--- src/rtl/proc_pkg.sv ---
// Shared processor definitions: address/data widths, reset PC and fetch FSM states.
// Kept separate so the core decoder can reuse the same widths and state encoding.
package proc_pkg;

  localparam int          A        = 16;
  localparam int          W        = 32;
  localparam int unsigned RESET_PC = 0;

  typedef enum logic [1:0] {
    IDLE   = 2'd0,
    REQ    = 2'd1,
    HALTED = 2'd2
  } fetch_state_t;

endpackage

--- src/rtl/fetch_fifo.sv ---
// DEPTH-entry synchronous FIFO holding {pc, instruction} pairs between fetch and core.
// Flush has priority over push/pop so a redirect never leaves wrong-path words behind.
module fetch_fifo #(
  parameter int DEPTH = 2,
  parameter int DW    = 48,
  parameter int CW    = $clog2(DEPTH) + 1
) (
  input  logic          clk,
  input  logic          reset,
  input  logic          push,
  input  logic [DW-1:0] push_data,
  input  logic          pop,
  input  logic          flush,
  output logic [DW-1:0] head_data,
  output logic          full,
  output logic          empty,
  output logic [CW-1:0] count
);

  localparam int PW = $clog2(DEPTH);

  logic [DW-1:0] mem [DEPTH];
  logic [PW-1:0] wr_ptr;
  logic [PW-1:0] rd_ptr;
  logic          do_push;
  logic          do_pop;

  assign full      = (count == CW'(DEPTH));
  assign empty     = (count == '0);
  assign head_data = mem[rd_ptr];

  // A full buffer may still accept a word when the head leaves in the same cycle.
  assign do_pop  = pop && !empty;
  assign do_push = push && (!full || do_pop);

  always_ff @(posedge clk or posedge reset) begin
    if (reset) begin
      for (int i = 0; i < DEPTH; i++) mem[i] <= '0;
      wr_ptr <= '0;
      rd_ptr <= '0;
      count  <= '0;
    end else if (flush) begin
      wr_ptr <= '0;
      rd_ptr <= '0;
      count  <= '0;
    end else begin
      if (do_push) begin
        mem[wr_ptr] <= push_data;
        wr_ptr      <= wr_ptr + PW'(1);
      end
      if (do_pop) rd_ptr <= rd_ptr + PW'(1);
      count <= count + CW'(do_push) - CW'(do_pop);
    end
  end

endmodule

--- src/rtl/pc_fetch_unit.sv ---
// Program counter and instruction-fetch front end: one outstanding imem request,
// fetched words buffered with their PC, branch redirect and halt handling.
module pc_fetch_unit
  import proc_pkg::*;
#(
  parameter int             A        = proc_pkg::A,
  parameter int             W        = proc_pkg::W,
  parameter logic [A-1:0]   RESET_PC = A'(proc_pkg::RESET_PC),
  parameter int             DEPTH    = 2
) (
  input  logic         clk,
  input  logic         reset,
  output logic         imem_req,
  output logic [A-1:0] imem_addr,
  input  logic         imem_ack,
  input  logic [W-1:0] imem_rdata,
  output logic         instr_valid,
  output logic [W-1:0] instr,
  output logic [A-1:0] instr_pc,
  input  logic         instr_ready,
  input  logic         branch_valid,
  input  logic [A-1:0] branch_target,
  input  logic         halt,
  output logic         busy
);

  localparam int CW = $clog2(DEPTH) + 1;

  fetch_state_t  state;
  logic [A-1:0]  pc;
  logic          drop;
  logic          ack;
  logic          push;
  logic          pop;
  logic          full;
  logic          empty;
  logic [CW-1:0] count;
  logic [CW-1:0] count_next;
  logic [A-1:0]  pc_eff;
  logic [A-1:0]  ack_pc;
  logic [A+W-1:0] head;

  assign ack        = (state == REQ) && imem_ack;
  assign pop        = instr_valid && instr_ready;
  assign push       = ack && !drop && !branch_valid;
  assign count_next = count + CW'(push) - CW'(pop);
  assign pc_eff     = branch_valid ? branch_target : pc;

  // PC for the request that follows an ack: redirect, pending redirect, or sequential.
  always_comb begin
    ack_pc = pc + A'(1);
    if (branch_valid) ack_pc = branch_target;
    else if (drop)    ack_pc = pc;
  end

  fetch_fifo #(
    .DEPTH (DEPTH),
    .DW    (A + W),
    .CW    (CW)
  ) u_fifo (
    .clk       (clk),
    .reset     (reset),
    .push      (push),
    .push_data ({imem_addr, imem_rdata}),
    .pop       (pop),
    .flush     (branch_valid),
    .head_data (head),
    .full      (full),
    .empty     (empty),
    .count     (count)
  );

  assign instr_valid       = !empty;
  assign {instr_pc, instr} = head;
  assign busy              = imem_req || !empty;

  always_ff @(posedge clk or posedge reset) begin
    if (reset) begin
      state     <= IDLE;
      pc        <= RESET_PC;
      imem_addr <= RESET_PC;
      imem_req  <= 1'b0;
      drop      <= 1'b0;
    end else begin
      case (state)
        IDLE: begin
          pc        <= pc_eff;
          imem_addr <= pc_eff;
          if (halt) begin
            state <= HALTED;
          end else if (branch_valid || !full) begin
            state    <= REQ;
            imem_req <= 1'b1;
          end
        end
        HALTED: begin
          pc        <= pc_eff;
          imem_addr <= pc_eff;
          if (!halt) state <= IDLE;
        end
        REQ: begin
          if (imem_ack) begin
            drop      <= 1'b0;
            pc        <= ack_pc;
            imem_addr <= ack_pc;
            if (halt || !(branch_valid || count_next < CW'(DEPTH))) begin
              state    <= IDLE;
              imem_req <= 1'b0;
            end
          end else if (branch_valid) begin
            // Address must stay put until the ack; remember to discard its data.
            pc   <= branch_target;
            drop <= 1'b1;
          end
        end
        default: begin
          state    <= IDLE;
          imem_req <= 1'b0;
        end
      endcase
    end
  end

endmodule
--- config.mk ---
export PLATFORM = sky130hd
export DESIGN_NAME = pc_fetch_unit
export DESIGN_NICKNAME = d
export VERILOG_FILES = /design/src/rtl/proc_pkg.sv /design/src/rtl/fetch_fifo.sv /design/src/rtl/pc_fetch_unit.sv
export SDC_FILE = /design/constraint.sdc
export NUM_CORES = 1
export LEC_CHECK = 0
export BUFFER_PORTS_ARGS = -buffer_cell sky130_fd_sc_hd__buf_2
export CAP_MARGIN = 25
export CORE_UTILIZATION = 30
export CTS_CLUSTER_DIAMETER = 30
export DETAILED_ROUTE_END_ITERATION = 10
export GPL_TIMING_DRIVEN = 0
export PLACE_DENSITY = 0.58
export SETUP_SLACK_MARGIN = 0.02
export SYNTH_ARGS = -nofsm -noshare
export SYNTH_HDL_FRONTEND = slang
export SYNTH_SLANG_ARGS = --single-unit
--- constraint.sdc ---
create_clock -name clk -period 6.4 [get_ports clk]
set_input_delay 1.28 -clock clk [delete_from_list [all_inputs] [get_ports clk]]
set_output_delay 1.28 -clock clk [all_outputs]
set_load 0.02 [all_outputs]
=== Yosys cells after proc, flatten, opt, wreduce, memory -nomap -nowiden ===
Cells that the tools add are included.

* Register bits after elaboration: 136
* Latch bits: 0
* Memory bits (writable): 0
* Bits in read-only memories: 0
* Input port bits: 54
* Output and inout bits: 67
* Word-level logic and storage cells: 94
* Memories: 0

* Add/subtract/negate cells: 7
* Multiply operators: 0
* Div/mod/pow operators: 0
* Order comparisons: 4
* Eq/ne operators: 9
* Shift-type cells: 0
* Multiplexer cells: 31
* Bitwise operators: 4
* Reductions and logical operators: 29

{| class="wikitable"
|+ Operators by type and width
! cell !! number
|-
| $mux W48 || 4
|-
| $bwmux W96 || 1
|-
| $mux W16 || 5
|-
| $pmux W16 S2 || 2
|-
| $demux W48 S1 || 1
|-
| $add A16 B1 Y16 const B || 1
|-
| $mux W2 || 6
|-
| $mux W1 || 10
|-
| $ne A2 B2 Y1 const B || 4
|-
| $reduce_bool A2 Y1 || 4
|-
| $logic_and A1 B1 Y1 || 7
|-
| $pmux W2 S3 || 1
|-
| $reduce_and A2 Y1 || 3
|-
| $logic_not A1 Y1 || 5
|-
| $logic_or A1 B1 Y1 || 5
|-
| $reduce_and A5 Y1 || 1
|-
| $add A2 B1 Y2 || 2
|-
| $eq A2 B2 Y1 const B || 2
|-
| $ge A2 B2 Y1 const B || 2
|-
| $logic_not A2 Y1 || 2
|-
| $not A1 Y2 || 2
|-
| $reduce_and A4 Y1 || 1
|-
| $sub A2 B1 Y2 || 2
|-
| $ne A3 B3 Y1 const B || 1
|-
| 8 further kinds || 10
|}

=== Depth between registers and ports, before layout ===
Gate-level depths: netlist (run 1).

* Depth after elaboration: 13
* Gate-level depth with buffers: 8
* Gate-level depth less buffers: 8

=== By module ===
From an unflattened synthesis (run 1), not the netlist that was laid out.

* Cell total of the unflattened synthesis: 568
* Area total of the unflattened synthesis: 6862.8 um^2

{| class="wikitable"
|+ By module, submodules not included
! module !! times used !! cells each !! area an instance (um^2) !! sequential area each (um^2)
|-
| fetch_fifo || 1 || 280 || 4435.5 || 2502.4
|-
| pc_fetch_unit || 1 || 288 || 2427.3 || 900.9
|}

=== Least setup slack after synthesis (run 1) ===
OpenSTA, ideal clock, no wires.

* Path type: register to output
* Start: register u_fifo.rd_ptr
* End: output instr[13]
* Data arrival time: 1.487 ns
* Data required time: 5.120 ns
* Setup slack: 3.633 ns
* Cell stages (with the launch flop): 4
* Buffers on the path: 2
* Cells stage by stage: dfrtp_1 buf_1 buf_1 mux2_2

* Cells in the longest elaborated chain, start to end: 4

{| class="wikitable"
|+ RTL lines
! item !! line !! text
|-
| from (decl) || fetch_fifo.sv:24 || <nowiki>logic [PW-1:0] rd_ptr;</nowiki>
|-
| from (signal assigned) || fetch_fifo.sv:51 || <nowiki>if (do_pop) rd_ptr <= rd_ptr + PW'(1);</nowiki>
|-
| $not A1 Y2 (implied by the code) || fetch_fifo.sv:30 || <nowiki>assign head_data = mem[rd_ptr];</nowiki>
|-
| $mux W48 (implied by the code) (3 in series) || fetch_fifo.sv:30 ||
|-
| to (decl) || pc_fetch_unit.sv:18 || <nowiki>output logic [W-1:0] instr,</nowiki>
|}

No other way between the ends. The select of a mux whose other input is x is not followed.

=== Final worst setup path (run 1) ===
Ends and elaborated chain as after synthesis.

==> results of run 1 <==
-- logic make-up (layout without fill, tap and decap cells) --
family                     Yosys count  count (layout)
and+or+nand+nor                    125             125
xor gates and xnor gates            17              17
muxes                              154             154
buffers and inverters               42             195
AOI/OAI and AO/OA                   85              85
adders and majority gates            3               3
DFF                                136             136
-- through the flow --
stage                     utilization  std cells  cell area [µm²]
after floorplan                     -        562             6780
after global placement          0.352        962             7730
after detailed placement        0.353        963             7760
after CTS                       0.384        995             8440
after global routing            0.384        995             8440
final                           0.384        995             8440
-- flip-flops by register name (all words and copies together), names as in the netlist --
name,count
state,2
pc,16
imem_addr,16
u_fifo.wr_ptr,1
u_fifo.rd_ptr,1
drop,1
u_fifo.count,2
imem_req,1
u_fifo.mem,96
-- how the worst max path moves through the flow --
stage                              startpoint                  to  slack, ns  cells after the start
floorplan                               reset    drop$_DFFE_PP0P_       1.48                      1
global placement                        reset  pc[14]$_DFFE_PP0P_      -0.34                      2
detailed placement  u_fifo.rd_ptr$_DFFE_PP0P_        instr_pc[14]       2.91                      4
CTS                 u_fifo.rd_ptr$_DFFE_PP0P_        instr_pc[14]       2.45                      4
global route        u_fifo.rd_ptr$_DFFE_PP0P_           instr[13]       2.40                      4
finish              u_fifo.rd_ptr$_DFFE_PP0P_           instr[13]       2.59                      4
-- cell type report --
class                           instances  area share
Timing Repair Buffer                  121      0.0745
Clock inverter                         10      0.0225
Sequential cell                       136       0.403
Inverter                                8     0.00415
Multi-Input combinational cell        384       0.375
Tap cell                              280      0.0415
Clock buffer                           22      0.0574
Buffer                                 34      0.0212
-- metal layers --
metal,part of all wire,routed length [µm]
met4,0.011,189
met2,0.46,7880
met5,0,0
met3,0.061,1050
met1,0.47,8060
-- layout by cell type (no fill, tap or decap), types with 3 or more instances in the layout --
cell type / count
dfrtp_1: 136
nand4_1: 3
clkbuf_16: 17
or3_1: 3
nand2_1: 28
clkinvlp_4: 3
nor3_1: 9
nand2b_1: 5
a221o_1: 3
buf_2: 131
nand3_1: 8
mux2_2: 49
mux2i_1: 9
inv_1: 5
a22o_1: 3
ha_1: 3
buf_6: 4
mux2_1: 96
a211oi_1: 6
o22ai_1: 5
a21o_1: 3
buf_1: 4
clkbuf_1: 14
a21oi_1: 16
nor2b_1: 7
nor2_1: 36
o31ai_1: 4
a22oi_1: 3
o21ai_1: 10
o21ai_0: 10
a31oi_1: 5
clkbuf_8: 4
bufinv_16: 5
xnor2_1: 12
xor2_1: 5
-- worst register-to-register path: stages, from the launching register on --
cell and delay, ns:
dfrtp_1 0.42, or2_2 0.32, and2_1 0.24, ha_1 0.22, xor2_1 0.17, and3_1 0.19, nor3_1 0.20, o21ai_1 0.11
a31o_1 0.25
-- power groups by stage --
stage | combinational, mW | clock (mW) | sequential (mW)
global route | 1.84 | 1.17 | 1.49
floorplan | 1.17 | 0 | 1.44
global placement | 1.70 | 0 | 1.44
finish | 1.70 | 1.11 | 1.43
CTS | 1.72 | 1.14 | 1.44
detailed placement | 1.71 | 0 | 1.45
==> metrics, run 1 <==
GRT met2 Usage=0.242; Wirelength per Cell=~17 µm; period utilization=0.596; Fillers=2190; Global Route Usage Sum=0.156; clock skew=0.0166 ns; register area=3400 µm²; worst slack at placement=2.91 ns; CTS buffer count=17; Root Driver=clkbuf_16; R2R setup slack=4.18 ns; Mapped Area=6780 µm²; Worst Hold Class=flip-flop to flip-flop; multi-input logic area=between 3000 and 4000 µm²; R2R cell count=8; # port buffers=120; reg-to-reg endpoint=imem_req$_DFFE_PP0P_; grt ovf=0; critical path required time=5.12 ns; leading area contributor after synthesis=dfrtp_1; Worst setup EP type=primary output; CP max stage delay=0.61 ns; FP Rows=54; fin worst setup slack=~2.6 ns; total of warnings raised by yosys=0; post-CTS sizing=0; HPWL Detailed=12500 µm; hold_ws=0.480 ns; Final TNS setup=0 ns; MaxCap Viol Count=0; setup repair bufs after CTS=0; internal power=2.65 mW; # setup viols final=0; Top delay family on crit path=buffers and inverters; failing checks=DRC; f_max=262 MHz; multiplexer area fraction after synthesis=0.254; Psw=between 1.5 and 2 mW; sequential share of the synthesized area=0.502; die area=23200 µm²; detailed-route DRC error count=11; RSZ-0062 raised after global routing=false; largest net degree at the start of global routing=93; Final Max Slew Viols=0; vias in the first global route=4931; status=finished with violations; flops & latches, synth=136; met3 Use GR=0.0398; Worst Hold End=u_fifo.mem[83]$_DFFE_PP0P_; core area=approximately 22000 µm²; routed vias=4925; slowest CP cell=buf_1; largest family of logic cells by synthesized area=multiplexers; post-synth top area share=0.502; most frequent cell after synthesis=dfrtp_1; Post-Synth Simple-Gate Area=0.102; min Tclk post-route=3.81 ns; Tot Pwr=4.24 mW; compound-gate portion of the synthesized area=0.0836; H-tree levels=4; first-pass GRT wire length=28100 µm; hold depth=1; die height=152 µm; Worst Path Buf+Inv=3; PwrDens=503 nW/µm²; sequential share of power=0.338; busiest grt layer=met2; hold_buf cts=0; share of layout cells above drive strength 1=0.324; most frequent CP cell=buf_1; crit-path max FO=10; crit path cell chain=buf_1, buf_1, mux2_2, buf_2; number of flops mapped to enable cells by yosys=0; fin nets=between 700 and 800; DR iter-0 viols=307; Synth Area in Adders=0.00554; critical path class=flip-flop to primary output; RD Place Congestion=0.864; Clk Latency, worst-skew pair=0.42 ns; Routed WL=17200 µm; CTS tree=built; P_leak=roughly 4.0 nW; Ports=121; Longest Clk Path Bufs=2; Critical Path AT=2.53 ns; main flop type after synthesis=dfrtp_1; Initial DRT Pass Iterations=8; die width=152 µm; Combinational Power Share=0.401; Clk pwr share=0.261; Sw Ratio=0.375; Vias/cell=4.95; ANT nets after route=0; Slew HR=0.416; VDD IR max=~0.0002 V; met1 usage=0.214; initial antenna violation count=0; syn_nets=619; area grow syn2layout=24.5%; Final Hold Fails=0; Synth Area in XOR/XNOR=0.0220; n_diodes=0; Clock Sinks=roughly 140; library cells used by synthesis=65; Syn Inst Count=562; top cells by area, synth=dfrtp_1 (50%), mux2_1 (16%), mux2_2 (8.1%), nor2_1 (2.0%), nand2_1 (1.6%); CP Launch Type=flip-flop; worst-margin pin slew=between 0.8 and 0.9 ns; Async S/R FF share, synth=1.00; Initial Util=0.309; hold path start=u_fifo.mem[83]$_DFFE_PP0P_; Clock Pin Slew Worst Setup and Hold Paths=about 0.06 ns; Post-synth top cells=dfrtp_1 (136), mux2_1 (96), mux2_2 (49); Crit Reg-Reg Startpoint=u_fifo.count[1]$_DFF_PP0_; Synth Area per Inst=12.1 µm²
Note: power is estimated with default switching activity, not from simulation.
==> inputs of run 2 (changes only) <==
clock period = 3.8 ns   (was 6.4 ns; I/O delays follow)
==> run 2 against run 1 <==
Net effect:
- the flow still finishes with violations (DRC)
- final area shrank 0.53%
- cell count up 0.10%
- first-iteration DRC count fell by 9.4%
- total power increased by 65%
- flip-flop and latch count stayed put
- critical path depth stayed put
- clock power grew 51%
- count of clock-buffer cells in the layout rose by 1
- non-clock buffer count grew 2
- via count up 0.32%
- worst setup slack lost 2.1 ns
- register-to-register slack worse by 2.6 ns
- critical path type unchanged
==> metrics, run 2 (same netlist as run 1, synthesis figures left out) <==
core area=approximately 22000 µm²; period utilization=0.860; f_max=306 MHz; # port buffers=120; routed vias=approximately 4900; final cell utilization of the core=0.382; critical path class=flip-flop to primary output; most frequent cells in the layout=dfrtp_1 (136), buf_2 (131), mux2_1 (96); R2R cell count=6; critical path depth=4; max reg flops=96; area grow syn2layout=23.8%; Final Max Slew Viols=0; detailed-route DRC error count=9; Worst setup EP type=primary output; RSZ-0062 raised after global routing=false; Final Hold Fails=0; RD Place Congestion=0.850; largest net degree at the start of global routing=42; FP Rows=54; Slew HR=0.420; PwrDens=832 nW/µm²; share of layout cells above drive strength 1=0.323; MaxCap Viol Count=0; Critical Path AT=2.51 ns; DR iter-0 viols=278; most frequent CP cell=buf_1; Largest regs=u_fifo.mem x96, imem_addr x16, pc x16; Final TNS setup=0 ns; hold_buf cts=0; Ports=121; P_leak=3.96 nW; post-CTS sizing=0; min Tclk post-route=3.27 ns; Initial Util=0.309; H-tree levels=4; most common cell after layout, fill and taps aside=dfrtp_1; die width=~150 µm; ANT nets after route=0; CP Launch Type=flip-flop; grt ovf=0; Worst Hold Class=primary input to asynchronous set/reset pin; VDD IR max=0.000256 V; # setup viols final=0; Top delay family on crit path=buffers and inverters; clock skew=0.0103 ns; crit-path max FO=10; initial antenna violation count=0; HPWL Detailed=12700 µm; Global Route Usage Sum=0.158; register bank with the most flops=u_fifo.mem; vias in the first global route=4996; slowest CP cell=buf_1; die height=152 µm; failing checks=DRC; Wirelength per Cell=about 17 µm; first-pass GRT wire length=28400 µm; Clock Sinks=approximately 140; status=finished with violations; fin nets=around 760; Longest Clk Path Bufs=2; Worst Path Buf+Inv=3; CTS tree=built; Clk Latency, worst-skew pair=0.42 ns; CTS buffer count=17; Initial DRT Pass Iterations=8; Root Driver=clkbuf_16; Routed WL=between 15000 and 20000 µm; Vias/cell=roughly 5.0; critical path required time=3.04 ns; setup repair bufs after CTS=0; Clock Pin Slew Worst Setup and Hold Paths=0.06 ns; worst-margin pin slew=roughly 0.86 ns; die area=23200 µm²; crit path cell chain=buf_1, buf_1, mux2_2, buf_2; CP max stage delay=slightly below 0.6 ns; n_diodes=0
-- run 2: final timing paths --
path	from	to	slack (ns)
hold / removal	reset	u_fifo.mem[77]$_DFFE_PP0P_	0.46
setup / recovery	u_fifo.rd_ptr$_DFFE_PP0P_	instr_pc[10]	0.53
hold reg to reg	u_fifo.mem[16]$_DFFE_PP0P_	u_fifo.mem[16]$_DFFE_PP0P_	0.48
min in group clk	u_fifo.mem[16]$_DFFE_PP0P_	u_fifo.mem[16]$_DFFE_PP0P_	0.48
setup reg to reg	state[1]$_DFFE_PP0P_	u_fifo.mem[3]$_DFFE_PP0P_	1.57
max in group asynchronous	reset	u_fifo.mem[49]$_DFFE_PP0P_	2.68
-- run 2: area by class of cell --
| cell class | count | area, µm² |
|---|---|---|
| Fill cell | 2186 | 13600 |
| Sequential cell | 136 | 3400 |
| Multi-Input combinational cell | 384 | 3170 |
| Timing Repair Buffer | 123 | 661 |
| Clock buffer | 23 | 478 |
| Tap cell | 280 | 350 |
| Buffer | 34 | 179 |
| Clock inverter | 8 | 120 |
| Inverter | 8 | 33.8 |
-- run 2: worst reg2reg max path: stages (launching register included) --
cell,delay (ns)
dfrtp_1,0.38
nand3b_2,0.33
nor4_4,0.40
and2_1,0.22
buf_4,0.23
buf_6,0.21
mux2_1,0.34
-- run 2: layer usage --
layer	up-vias	global-route usage	wire [µm]
met5	-	0	0
met4	0	0.0437	167
met3	16	0.0330	802
met2	142	0.250	8050
met1	2456	0.217	8400
li1	2327	-	-
-- run 2: stage by stage --
stage	instances	hold slack (ns)	instance area (µm²)	setup slack (ns)	power, mW
final	996	0.464	8390	0.533	6.98
after global routing	996	0.492	8390	0.320	7.43
after CTS	996	0.466	8390	0.344	7.07
after detailed placement	965	0.468	7790	0.809	5.34
after global placement	962	0.461	7730	0.348	5.30
after floorplan	562	0.452	6780	1.35	4.39
-- run 2: report_power, final --
group          total (mW)  internal, mW  switching [mW]
Combinational        2.87          1.21            1.66
Sequential           2.42          2.02           0.401
Clock                1.68          1.08           0.605
Total                6.98          4.31            2.67
==> inputs of run 3 (changes only) <==
ABC_AREA = 1   (was default)
SKIP_CTS_REPAIR_TIMING = 1   (was default)
==> run 3 against run 2 <==
Net effect:
- the run now ends clean
- sequential power grew 2%
- flip-flop and latch count unchanged
- clock skew shrank 0.0040 ns
- non-clock buffer count up 11
- utilization decreased by 0.78 points
- critical endpoint is now instr_pc[9]
==> metrics, run 3 <==
multiplexer area fraction after synthesis=0.00145; worst-margin pin slew=0.755 ns; RD Place Congestion=0.860; critical path required time=3.04 ns; fin worst setup slack=0.894 ns; Final Max Slew Viols=0; Synth Area per Inst=slightly below 8 µm²; largest family of logic cells by synthesized area=simple AND/OR/NAND/NOR gates; Wirelength per Cell=14.9 µm; clock skew=0.00634 ns; MaxCap Viol Count=0; final std cells w/o fill=between 1000 and 1500; register area=between 3000 and 4000 µm²; Critical Path AT=2.15 ns; ANT nets after route=0; CTS tree=built; Largest regs=u_fifo.mem x96, imem_addr x16, pc x16; crit path cell chain=clkbuf_1, clkbuf_1, nand2_1, nand2_1, buf_2; share of layout cells above drive strength 1=0.232; compound-gate portion of the synthesized area=0.150; P_leak=between 4 and 5 nW; register bank with the most flops=u_fifo.mem; RSZ-0062 raised after global routing=false; most frequent cell after synthesis=nand2_1; Fillers=roughly 2400; die height=154 µm; vias in the first global route=around 5800; Combinational Power Share=0.429; sequential share of the synthesized area=0.493; Top delay family on crit path=buffers and inverters; Clk pwr share=0.222; first-pass GRT wire length=roughly 32000 µm; Vias/cell=4.70; Mapped Area=6910 µm²; PwrDens=833 nW/µm²; period utilization=0.765; detailed-route DRC error count=0; Final Hold Fails=0; Synth Area in Adders=0.00543; worst slack at placement=between 1 and 1.5 ns; Post-synth top cells=nand2_1 (325), dfrtp_1 (136), o21ai_0 (95); main flop type after synthesis=dfrtp_1; Worst Hold Class=primary input to asynchronous set/reset pin; Clock Sinks=136; CTS buffer count=17; fin nets=1091; critical path class=flip-flop to primary output; number of flops mapped to enable cells by yosys=0; crit-path max FO=10; FP Rows=55; most common cell after layout, fill and taps aside=nand2_1; core area=22600 µm²; f_max=344 MHz; HPWL Detailed=14100 µm; top cells by area, synth=dfrtp_1 (49%), nand2_1 (18%), o21ai_0 (6.9%), inv_1 (4.6%), o21ai_2 (3.8%); Synth Area in XOR/XNOR=0; post-synth top area share=0.493; CP max stage delay=0.47 ns; Routed WL=just under 20000 µm; routed vias=6260; most frequent cells in the layout=nand2_1 (325), dfrtp_1 (136), buf_2 (131); total of warnings raised by yosys=0; Initial Util=0.305; flops & latches, synth=136; CP Launch Type=flip-flop; Longest Clk Path Bufs=2; min Tclk post-route=between 2 and 3 ns; H-tree levels=4; largest net degree at the start of global routing=41; leading area contributor after synthesis=dfrtp_1; library cells used by synthesis=32; # setup viols final=0; Tot Pwr=7.06 mW; slowest CP cell=clkbuf_1; Post-Synth Simple-Gate Area=0.268; Async S/R FF share, synth=1.00; Clk Latency, worst-skew pair=0.43 ns; Sw Ratio=0.437; hold_ws=0.457 ns; die area=23600 µm²; multi-input logic area=2930 µm²; max reg flops=96; Final TNS setup=0 ns; Initial DRT Pass Iterations=5; Syn Inst Count=893; Worst Path Buf+Inv=3; Worst setup EP type=primary output; Global Route Usage Sum=0.174; syn_nets=950; Ports=121; grt ovf=0; Slew HR=0.496; Clock Pin Slew Worst Setup and Hold Paths=0.06 ns; initial antenna violation count=0; VDD IR max=~0.00032 V; status=complete, no violations; # port buffers=119; Root Driver=clkbuf_16; area grow syn2layout=22.7%; sequential share of power=0.349; Placed Cells=1300; DR iter-0 viols=397; n_diodes=0; die width=154 µm; internal power=3.98 mW; Psw=3.09 mW
-- run 3: changes by cell type in the layout (fill, tap and decap cells not counted), sizes merged, moves of 12 or more --
cell,previous run,this run
inv,7,87
o21ai,20,143
nand3,8,30
nand2,28,356
xnor2,12,0
mux2,145,0
-- run 3: worst paths after layout --
path | startpoint | endpoint | cells past startpoint | slack, ns
min in group clk | u_fifo.mem[3]$_DFFE_PP0P_ | u_fifo.mem[3]$_DFFE_PP0P_ | 2 | 0.48
setup / recovery | u_fifo.rd_ptr$_DFFE_PP0P_ | instr_pc[9] | 5 | 0.89
hold / removal | reset | u_fifo.mem[25]$_DFFE_PP0P_ | 2 | 0.46
max in group asynchronous | reset | imem_addr[11]$_DFFE_PP0P_ | 4 | 2.45
hold reg to reg | u_fifo.mem[3]$_DFFE_PP0P_ | u_fifo.mem[3]$_DFFE_PP0P_ | 2 | 0.48
setup reg to reg | pc[1]$_DFFE_PP0P_ | pc[13]$_DFFE_PP0P_ | 9 | 1.84
-- run 3: cell families after synthesis --
| family | count (synthesis) |
|---|---|
| buffers and inverters | 135 |
| AO/OA/AOI/OAI | 178 |
| AND/OR/NAND/NOR | 440 |
| flip-flops | 136 |
| multiplexers | 1 |
| adder cells (fa/ha/maj) | 3 |
-- run 3: per-stage QoR --
stage	utilization	instance area, µm²
2_1_floorplan	-	6910
3_3_place_gp	0.347	7860
3_5_place_dp	0.350	7920
4_1_cts	0.374	8470
5_1_grt	0.374	8470
6_report	0.374	8470
-- run 3: final cells by class --
class	instances	area share
Clock buffer	20	0.0527
Multi-Input combinational cell	622	0.346
Tap cell	285	0.0421
Buffer	46	0.0279
Sequential cell	136	0.402
Inverter	89	0.0399
Timing Repair Buffer	122	0.0774
Clock inverter	12	0.0123
-- run 3: power groups by stage --
stage          Clock, mW  Sequential [mW]  Combinational (mW)
2_1_floorplan          0             2.50                2.01
3_3_place_gp           0             2.47                3.01
3_5_place_dp           0             2.48                3.05
4_1_cts             1.59             2.47                3.06
5_1_grt             1.65             2.55                3.39
6_report            1.56             2.47                3.03
-- run 3: worst reg2reg max path, stage by stage (launching register included) --
cell and delay, ns:
dfrtp_1 0.39, nand2_1 0.07, nor2_1 0.15, nand3_1 0.20, nor2_1 0.45, nand2_1 0.10, nand2_1 0.08, nand3_1 0.12
o21ai_0 0.19, nand2_1 0.08
-- run 3: routing by layer --
layer,up-vias,global-route usage,share of wire
li1,3127,-,-
met1,2898,0.239,0.47
met2,214,0.277,0.46
met3,21,0.0330,0.063
met4,0,0.0505,0.011
met5,-,0,0
